==> src/rtl/lzd_norm_pipe.sv <==
// lzd_norm_pipe: two-stage LZA-driven normalizer (priority encode, then shift and exponent adjust).
// Define LZD_NORM_CORRECT_EN to enable the one-bit LZA correction in stage 2.
module lzd_norm_pipe #(
  parameter int EXP_W  = 8,
  parameter int MANT_W = 27
) (
  input  logic              clk,
  input  logic              rst,
  input  logic              in_valid,
  output logic              in_ready,
  input  logic [MANT_W-1:0] ind_in,
  input  logic [MANT_W-1:0] sum_in,
  input  logic [EXP_W-1:0]  exp_in,
  output logic              out_valid,
  input  logic              out_ready,
  output logic [MANT_W-1:0] mant_out,
  output logic [EXP_W-1:0]  exp_out,
  output logic [4:0]        lz_out,
  output logic              zero_out,
  output logic              uf_out
);
  logic              s1_valid_q, s2_valid_q, s1_load, s2_load;
  logic [4:0]        cnt_q, cnt_d, lz_s, lz_d;
  logic [MANT_W-1:0] sum_q, sh0, mant_s, mant_d;
  logic [EXP_W-1:0]  exp_q, exp_d;
  logic              corr, zero_d, under, uf_d;
  assign s2_load   = !s2_valid_q || out_ready;
  assign s1_load   = !s1_valid_q || s2_load;
  assign in_ready  = s1_load;
  assign out_valid = s2_valid_q;
  // ascending scan: the highest set bit wins; an all-zero indicator falls back to MANT_W-1
  always_comb begin
    cnt_d = 5'(MANT_W-1);
    for (int i = 0; i < MANT_W; i++) if (ind_in[i]) cnt_d = 5'(MANT_W-1-i);
  end
  always_ff @(posedge clk or posedge rst) begin
    if (rst) begin
      s1_valid_q <= 1'b0;
      cnt_q      <= '0;
      sum_q      <= '0;
      exp_q      <= '0;
    end else if (s1_load) begin
      s1_valid_q <= in_valid;
      if (in_valid) begin
        cnt_q <= cnt_d;
        sum_q <= sum_in;
        exp_q <= exp_in;
      end
    end
  end
  always_comb begin
    sh0 = sum_q << cnt_q;
`ifdef LZD_NORM_CORRECT_EN
    corr = !sh0[MANT_W-1] && (|sum_q);
`else
    corr = 1'b0;
`endif
    mant_s = corr ? sh0 << 1 : sh0;
    lz_s   = cnt_q + 5'(corr);
    zero_d = ~|sum_q;
    under  = exp_q <= EXP_W'(lz_s);
    mant_d = zero_d ? '0 : mant_s;
    lz_d   = zero_d ? '0 : lz_s;
    uf_d   = !zero_d && under;
    exp_d  = (zero_d || under) ? '0 : exp_q - EXP_W'(lz_s);
  end
  always_ff @(posedge clk or posedge rst) begin
    if (rst) begin
      s2_valid_q <= 1'b0;
      mant_out   <= '0;
      exp_out    <= '0;
      lz_out     <= '0;
      zero_out   <= 1'b0;
      uf_out     <= 1'b0;
    end else if (s2_load) begin
      s2_valid_q <= s1_valid_q;
      if (s1_valid_q) begin
        mant_out <= mant_d;
        exp_out  <= exp_d;
        lz_out   <= lz_d;
        zero_out <= zero_d;
        uf_out   <= uf_d;
      end
    end
  end
endmodule

==> config.mk <==
export PLATFORM = sky130hd
export DESIGN_NAME = lzd_norm_pipe
export DESIGN_NICKNAME = d
export VERILOG_FILES = /design/src/rtl/lzd_norm_pipe.sv
export SDC_FILE = /design/constraint.sdc
export NUM_CORES = 1
export LEC_CHECK = 0
export BUFFER_PORTS_ARGS = -buffer_cell sky130_fd_sc_hd__buf_2
export CORE_ASPECT_RATIO = 1.4
export CORE_MARGIN = 1.5
export CORE_UTILIZATION = 39
export CTS_CLUSTER_DIAMETER = 120
export CTS_CLUSTER_SIZE = 25
export DETAILED_ROUTE_END_ITERATION = 8
export HOLD_SLACK_MARGIN = 0.06
export PLACE_DENSITY_LB_ADDON = 0.25
export SLEW_MARGIN = 0
export SYNTH_ARGS = -nofsm -noshare
export SYNTH_HDL_FRONTEND = slang
export SYNTH_SLANG_ARGS = --single-unit
==> constraint.sdc <==
create_clock -name clk -period 2.7 [get_ports clk]
set_input_delay 0.54 -clock clk [delete_from_list [all_inputs] [get_ports clk]]
set_output_delay 0.54 -clock clk [all_outputs]
set_load 0.02 [all_outputs]
======== Word-level counts from Yosys, hierarchy flattened ========
Index checks and enable logic that the tools add are counted.
word-level totals
  register bits after elaboration ......... 84
  input port bits ......................... 66
  output and inout bits ................... 44
  word-level logic and storage cells ...... 52
operators by class
  $add $sub $neg .......................... 1
  order comparisons ....................... 1
  shifts and indexed selects .............. 1
  multiplexer cells ....................... 29
  reduce and logical (&&, ||, !) cells .... 10
operator list
  cell                                            count
  5-bit two-way mux                               24
  27-bit two-way mux                              1
  27-bit OR reduction                             1
  27-bit by 5-bit << shifter with 27-bit output   1
  8-bit by 5-bit <= comparator with 1-bit output  1
  8-bit two-way mux                               1
  8-bit by 5-bit subtractor with 8-bit output     1
  2-bit two-way mux                               2
  4-bit two-way mux                               1
  2-bit AND reduction                             2
  1-bit logical NOT                               3
  1-bit logical OR                                3
  1-bit logical AND                               1

======== Longest topological paths before layout ========
Gate-level depths: netlist of the first run.
  word-level depth ........................ 26
  mapped depth ............................ 10
  gate-level depth less buffers ........... 10

======== Worst setup path before layout of the first run ========
Ideal clock, no wire load.
  kind .................................... flip-flop to flip-flop
  start point ............................. register cnt_q[2]
  end point ............................... register exp_out[1]
  setup time .............................. 122 ps
  arrival ................................. 2,582 ps
  required time ........................... 2,578 ps
  slack ................................... -3 ps
  cell stages (with the launch flop) ...... 10
  path buffers ............................ 2
  clock period less this slack ............ 2,703 ps
  path through ............................ dfrtp_1 -> buf_4 -> inv_2 -> buf_1 -> ha_1 -> a21o_1 -> a21o_1 -> a211o_1 -> a211o_1 -> a32o_1
between the ends
  word-level cells in the longest chain between the ends .. 3
RTL lines
  item                                            line  RTL
  start: declaration                              23    logic [4:0] cnt_q, cnt_d, lz_s, lz_d;
  start signal: assignment                        45    cnt_q <= cnt_d;
  8-bit by 5-bit <= comparator with 1-bit output  61    under = exp_q <= EXP_W'(lz_s);
  1-bit logical OR                                65    exp_d = (zero_d || under) ? '0 : exp_q - EXP_W'(lz_s);
  8-bit two-way mux                               65
  end signal: assignment                          79    exp_out <= exp_d;
  end: declaration                                17    output logic [EXP_W-1:0] exp_out,
Every way passes these cells.
A chain may end at the register's enable or synchronous reset.

======== Final worst setup path of the first run ========
  start point ............................. register exp_q[0]
  end point ............................... register exp_out[6]
between the ends
  word-level cells in the longest chain between the ends .. 3
  elaborated cells on any way between the ends .. 4
  classes of those cells .................. add/sub: 1; order compare: 1; mux: 1; reduce/logical: 1
RTL lines
  item                                            line  RTL
  start: declaration                              25    logic [EXP_W-1:0] exp_q, exp_d;
  start signal: assignment                        47    exp_q <= exp_in;
  8-bit by 5-bit <= comparator with 1-bit output  61
  1-bit logical OR                                65
  8-bit two-way mux *                             65
Mark *: on every way between the ends. The rest lies on a longest branch, timed or not.

==> summary by stage, run 1 <==
Status
The flow ran to the end, and the final reports show no timing, DRC or antenna violations.

Synthesis
By area the synthesized netlist is led by sky130_fd_sc_hd__dfrtp_1 (42%), sky130_fd_sc_hd__mux2_2 (9.1%), sky130_fd_sc_hd__mux2i_1 (7.3%). In this run, synthesis produced a sequential element count of 84. Among all cell types in the netlist, the one instantiated most often is sky130_fd_sc_hd__dfrtp_1. The netlist uses 55 different library cells.

The mapped netlist covers 4960 µm². Yosys mapped a number of flops with a built-in enable equal to 0. The average footprint of a synthesized cell is 10.3 µm².

The commonest cells after synthesis are sky130_fd_sc_hd__dfrtp_1 (84), sky130_fd_sc_hd__nand2_1 (52), sky130_fd_sc_hd__mux2_2 (40), sky130_fd_sc_hd__mux2i_1 (36), sky130_fd_sc_hd__nor2_1 (33). The total number of yosys warnings is 0. The most instantiated flip-flop cell in the synthesis netlist is sky130_fd_sc_hd__dfrtp_1. Of all flip-flops after synthesis, the portion carrying an async set or reset was 1.00. Synthesis handed over a netlist of 480 instances.

Summed over all instances, the cell type with the most area after synthesis is sky130_fd_sc_hd__dfrtp_1. Of the synthesized area, sequential elements account for 0.424. The area share of the largest cell type after synthesis is 0.424. Synthesis produced a netlist with a net count of 552.

Power
The clock group share of total power is 0.271. The part of the total power dissipated in combinational logic is 0.337. The share of total power dissipated in sequential elements is 0.392.

The internal power is 2.87 mW. The static leakage is 2.68 nW. The overall power is 4.39 mW. The worst supply voltage drop on vdd is 0.000266 V. Of the total power, the share spent switching nets is 0.345.

The total power divided by cell area is 734 nW/µm². In this run the power spent charging and discharging nets is 1.52 mW.

Floorplan
After floorplanning, the core was divided into 48 placement rows. The core area is 12400 µm². The die height is 136 µm. The die footprint is 13400 µm². The number of top-level pins is 110. The die is 98.3 µm wide. The initial cell density of the core is 0.401.

GRT
The largest net degree at the start of global routing is 44. Summed over all layers, the global routing overflow is 0. Across every metal layer, demand over resource in global routing totals 0.203. The number of global-route vias before repair is 4146. The first global-routing pass estimated 21400 µm of wire.

The initial antenna violation count is 0.

Route
For this block, the routed nets add up to 13200 µm of wire. The routed layout has 4177 vias. The starting DRC count in detailed routing is 176.

The average wire per cell in the routed design is 17.8 µm. The detailed-route vias per instance is 5.64. Once detail routing completed, the nets flagged for antenna violations numbered 0. The first-pass iteration count of the detailed router is 5.

The post-route DRC violation count is 0.

Critical path
The worst setup path is launched from a register. Broken down by cell family, the worst path's largest delay share belongs to compound AO/OA/AOI/OAI gates. The delay contributed by the slowest stage of the critical path is 0.41 ns.

In this run the worst path has a maximum fanout of 7. At the worst endpoint, the required time is 2.91 ns. The number of buffers and inverters on the critical path is 2.

The signal arrival time at the worst endpoint is 2.72 ns. The critical path goes through inv_1 > ha_1 > inv_1 > fa_1 > a21o_1 > a21o_1 > a211o_1 > a211o_1 > nand2_1 > o21ai_0. The endpoint class of the critical path is a register. The category of the critical setup timing path is reg2reg. Among all stages on the critical path, the largest delay is contributed by sky130_fd_sc_hd__fa_1.

Clock tree
TritonCTS created 9 clock buffers. The TritonCTS clock tree is yes. The maximum level of the CTS H-tree is 3. After clock tree synthesis, the clock-pin slew on the worst setup and hold paths is 0.06 ns. The largest buffer count on any clock path is 2. In this run the post-CTS setup repair buffer count came out at 0.

CTS placed an instance of sky130_fd_sc_hd__clkbuf_16 at the clock tree root. After clock tree synthesis, the flow added hold-fix buffers numbering 0. The source-to-sink clock delay at the later pin of the worst-skew pair is 0.34 ns.

Post-CTS repair changed the size of 0 cells. CTS saw 84 sinks.

Layout
Once layout is complete, the utilization of the core stands at 0.484. At the end of the flow, the number of nets in the layout was 661. In the final layout, the share of cells above drive strength 1 is 0.335.

The multi-input logic area is 2650 µm². The count of fill cells added during filler insertion is 1181. The register area is 2100 µm². The finished cells cover 5980 µm². The layout-stage area growth over the synthesis result is 20.6%. The count of antenna diodes in the layout is 0.

Timing
The worst-case headroom to the max-slew limit is 0.608. The measured slew at the worst slew-check pin is 0.573 ns. The share of the clock period used by the worst path is 0.927. Setup repair after global routing left no endpoint under its margin. Setup violations remaining at the end of the flow were counted as 0. For the final database, setup skew stands at 0.00695 ns. The final number of hold-violating endpoints is 0.

The upper clock frequency limit is 0.399 GHz. The setup slack after layout is 0.196 ns. The final setup TNS is 0 ns. The max-slew violation total from the final report came to 0.

The post-route minimum period is 2.50 ns.

Placement
The total half-perimeter wirelength after legalization and detailed placement is 10200 µm. In this run the tool buffered the top-level ports with 108 buffer cells. The cell area after placement is 5700 µm². The weighted congestion reported at the end of routability-driven placement is 0.871. The worst slack after detailed placement is 0.217 ns.

Run
The number of violations of the max-capacitance limit is 0.

Min path
The path type of the worst min-delay path is in2async.
==> cell families after synthesis <==
| group | synth area share |
|---|---|
| fa+ha+maj | 0.0167 |
| mux | 0.219 |
| simple gates | 0.135 |
| buf+inv | 0.0414 |
| compound gates | 0.153 |
| xor+xnor | 0.0106 |
| flops | 0.424 |
==> state kept, by name (all words and copies together), names as in the netlist <==
signal	cells
cnt_q	5
exp_out	8
exp_q	8
lz_out	5
mant_out	27
out_valid	1
s1_valid_q	1
sum_q	27
uf_out	1
zero_out	1
==> layout make-up <==
type / count / area share
multi-input cells: 354 / 0.443
flip-flops and latches: 84 / 0.351
repair buffers: 127 / 0.118
clock buffers: 10 / 0.0399
well taps: 150 / 0.0314
inverters: 13 / 0.00878
clock inverters: 3 / 0.00669
==> cell usage in the layout (no fill, tap or decap), drive strengths merged, types with 2 or more instances in the layout <==
cell       n
a221o      7
a211o      3
a2111oi    2
a21oi     26
and3       3
buf      127
inv       11
nor4      13
nand3b     2
o41ai      2
mux2i     36
a22o       7
o21a       2
a211oi     7
a311o      2
nand2     52
ha         5
a31oi      3
o31ai      8
nor2      34
a21o       2
clkbuf    10
mux2      40
o211ai     2
clkinv     3
nand2b     7
nor2b      9
a32o       6
dfrtp     84
xnor2      5
nand3      6
o21ai     30
mux4      12
nor3      10
==> power by group through the flow <==
stage                     registers [mW]  clock network, mW  logic, mW
final                               1.72               1.19       1.48
after global routing                1.76               1.28       1.61
after CTS                           1.72               1.22       1.49
after detailed placement            1.74                  0       1.49
after global placement              1.73                  0       1.46
after floorplan                     1.89                  0      0.814
==> per-layer routing <==
layer  wire (µm)  vias to the layer above  global-route usage
met3         493                       24              0.0375
met4         357                        0              0.0845
met2        6820                      105               0.349
met1        5510                     2045               0.251
met5           0                        -                   0
li1            -                     2003                   -
==> through the flow <==
step,hold slack [ns],std cells
2_1_floorplan,0.479,480
3_3_place_gp,0.462,728
3_5_place_dp,0.465,728
4_1_cts,0.235,741
5_1_grt,0.260,741
6_report,0.226,741
==> path summary, 6_finish.rpt <==
| kind | from | endpoint | slack, ns | cells after the start |
|---|---|---|---|---|
| setup / recovery | exp_q[0] | exp_out[6] | 0.20 | 10 |
| hold / removal | rst | out_valid | 0.23 | 2 |
| setup reg to reg | exp_q[0] | exp_out[6] | 0.20 | 10 |
| hold reg to reg | mant_out[11] | mant_out[11] | 0.47 | 2 |
| max in group asynchronous | rst | exp_q[4] | 1.83 | 3 |
| min in group clk | in_valid | s1_valid_q | 0.41 | 2 |
(Power assumes the default switching activity.)
==> inputs of run 2 (changes only) <==
- CORE_ASPECT_RATIO: 1.4 -> default
==> run 2 against run 1 <==
Net effect: count of clock-buffer cells in the layout is 1 lower; via count is 1.3% lower; worst setup slack worse by 0.040 ns; clock power is 4% higher; die area hardly changed; first-iteration DRC count is 45% higher; sequential power hardly changed; worst hold slack worse by 0.16 ns; routed wire length is 2.0% lower; combinational power hardly changed; register-to-register slack worse by 0.04 ns; critical path depth stayed put; highest routed layer unchanged.
==> summary by stage, run 2 (synthesis results as in run 1) <==
Layout
Leading registers by flop count: mant_out: 27 flops, sum_q: 27 flops (unchanged). The most frequent standard cell in the layout excluding fill and tap cells is sky130_fd_sc_hd__buf_2 (unchanged). The share of post-route cells with drive strength above 1 was 0.339 (was 0.335).

The net count of the finished layout is 660 (was 661). The count of antenna diodes in the layout is 0 (unchanged). The layout-stage area growth over the synthesis result is 21.0% (was 20.6%). The post-layout instance count excluding filler cells is 765 (was 741).

The count of fill cells added during filler insertion is 1232 (was 1181). The final cell utilization of the core is 0.479 (was 0.484). The post-layout instance area is 6000 µm² (was 5980 µm²). Most frequent cells in the layout: sky130_fd_sc_hd__buf_2 (108), sky130_fd_sc_hd__dfrtp_1 (84), sky130_fd_sc_hd__nand2_1 (51), sky130_fd_sc_hd__mux2_2 (40), sky130_fd_sc_hd__mux2i_1 (36) (was sky130_fd_sc_hd__buf_2 (108), sky130_fd_sc_hd__dfrtp_1 (84), sky130_fd_sc_hd__nand2_1 (52), sky130_fd_sc_hd__mux2_2 (40), sky130_fd_sc_hd__mux2i_1 (36)).

Critical path
The number of buffers and inverters on the critical path is 2 (unchanged). The critical-path maximum fanout is 7 (unchanged). Worst-path cell chain: inv_1 > ha_1 > inv_1 > fa_1 > a21o_1 > a21o_1 > a211o_1 > a211o_1 > nand2_1 > o21ai_0 (unchanged).

The signal arrival time at the worst endpoint came to 2.76 ns (was 2.72 ns). The endpoint class of the critical path was a register (unchanged). The required time of the critical path is 2.91 ns (about the same). The worst-path cell with the longest stage delay was sky130_fd_sc_hd__fa_1 (unchanged). The category of the critical setup timing path is reg2reg (unchanged). The kind of start point of the critical path is a register (unchanged). The delay contributed by the slowest stage of the critical path is 0.42 ns (was 0.41 ns). The dominant delay contributor by cell family on the critical path was compound AO/OA/AOI/OAI gates (unchanged).

Clock tree
The clock input transition at the sequential cells of the worst setup and hold paths was 0.06 ns (about the same). The maximum level of the CTS H-tree is 3 (unchanged). The number of hold buffers added after CTS came to 0 (unchanged). The number of buffers added by the clock tree synthesis step is 9 (unchanged). The count of instances resized after the clock tree is built is 0 (unchanged).

The count of buffers added by post-CTS timing repair for setup is 0 (unchanged). The number of sinks driven by the clock tree came to 84 (unchanged). The TritonCTS clock tree is yes (unchanged). The clock root buffer is sky130_fd_sc_hd__clkbuf_16 (unchanged).

The largest buffer count on any clock path is 2 (unchanged). The source-to-sink clock delay at the later pin of the worst-skew pair came to 0.34 ns (about the same).

Run
The number of violations of the max-capacitance limit came to 0 (unchanged).

Timing
The post-route minimum period was 2.54 ns (was 2.50 ns). The final setup TNS is 0 ns (unchanged). The max-slew violation total from the final report was 0 (unchanged). The post-route clock skew came to 0.00875 ns (was 0.00695 ns). The share of the clock period used by the worst path is 0.942 (was 0.927). The worst-case headroom to the max-slew limit is 0.581 (was 0.608). The worst hold slack was 0.0710 ns (was 0.226 ns). The upper clock frequency limit came to 0.393 GHz (was 0.399 GHz). The measured slew at the worst slew-check pin came to 0.626 ns (was 0.573 ns). RSZ-0062 raised after global routing: false (unchanged). The final number of hold-violating endpoints is 0 (unchanged).

The setup violation total in the final timing report is 0 (unchanged).

Placement
The cell area after placement is 5700 µm² (about the same). The weighted congestion reported at the end of routability-driven placement is 0.856 (was 0.871). The total half-perimeter wirelength after legalization and detailed placement is 9700 µm (was 10200 µm). The number of buffers added on ports is 108 (unchanged). The total placed cells including tap cells is 749 (was 728).

Route
The detailed-route vias per instance came to 5.39 (was 5.64). The final wirelength is 12900 µm (was 13200 µm). The first-pass iteration count of the detailed router is 4 (was 5). The number of nets with antenna violations after routing is 0 (unchanged). The average wire per cell in the routed design is 16.9 µm (was 17.8 µm). The post-route DRC violation count is 0 (unchanged).

The starting DRC count in detailed routing is 256 (was 176). The count of vias placed by the detailed router came to 4124 (was 4177).

Floorplan
The die height came to 116 µm (was 136 µm). The initial cell density of the core was 0.396 (was 0.401). The die boundary width is 116 µm (was 98.3 µm). The core area is 12500 µm² (was 12400 µm²).

The number of top-level pins is 110 (unchanged). The number of rows in the core area is 41 (was 48). The die footprint is 13400 µm² (about the same).

GRT
The total global-route track usage came to 0.196 (was 0.203). The overflow left after global routing came to 0 (unchanged). The largest net degree at the start of global routing is 47 (was 44). The initial antenna violation count came to 0 (unchanged). The number of global-route vias before repair is 3987 (was 4146). The first-pass GRT wire length is 20500 µm (was 21400 µm).

Power
The worst supply voltage drop on vdd is 0.000284 V (was 0.000266 V). The total power divided by cell area is 741 nW/µm² (was 734 nW/µm²). The static leakage came to 2.67 nW (was 2.68 nW).

Min path
The path type of the worst min-delay path is in2async (unchanged).

Status
Result of the run: complete, no violations (unchanged).
## run 2: cell count changes in the layout (fill, tap and decap cells not counted)
cell	delta
sky130_fd_sc_hd__clkinvlp_4	+1
sky130_fd_sc_hd__buf_12	-2
sky130_fd_sc_hd__clkbuf_8	-1
sky130_fd_sc_hd__buf_4	+1
sky130_fd_sc_hd__nand2_2	+1
sky130_fd_sc_hd__inv_6	+3
sky130_fd_sc_hd__nand2_1	-1
## run 2: final timing paths
kind	start	end	slack, ns	cells past startpoint
min	rst	mant_out[22]	0.07	2
max reg2reg	exp_q[0]	exp_out[7]	0.16	10
min in group clk	in_valid	s1_valid_q	0.42	2
max	exp_q[0]	exp_out[7]	0.16	10
min reg2reg	lz_out[1]	lz_out[1]	0.48	2
max in group asynchronous	rst	sum_q[1]	1.86	3
## run 2: metal layers
layer | share of wire | global-route usage | routed length (µm)
met2 | 0.46 | 0.302 | 5900
met4 | 0.016 | 0.0715 | 207
met1 | 0.47 | 0.270 | 6090
met5 | 0 | 0 | 0
met3 | 0.056 | 0.0476 | 721
## run 2: final cells by class
class / count / area (µm²) / share of cell area
inverters: 13 / 52.6 / 0.00876
flip-flops and latches: 84 / 2100 / 0.350
well taps: 172 / 215 / 0.0359
clock buffers: 9 / 225 / 0.0375
repair buffers: 126 / 676 / 0.113
multi-input cells: 354 / 2660 / 0.443
clock inverters: 7 / 73.8 / 0.0123
## run 2: power by group
part	internal [mW]	switching, mW	leakage, nW
Clock	0.723	0.520	0.147
Combinational	0.645	0.842	1.50
Sequential	1.51	0.207	1.02
## run 2: per-stage QoR
step / power, mW / worst slack, ns
2_1_floorplan: 2.71 / 0.0141
3_3_place_gp: 3.20 / 0.255
3_5_place_dp: 3.23 / 0.163
4_1_cts: 4.47 / 0.162
5_1_grt: 4.69 / 0.0142
6_report: 4.45 / 0.157
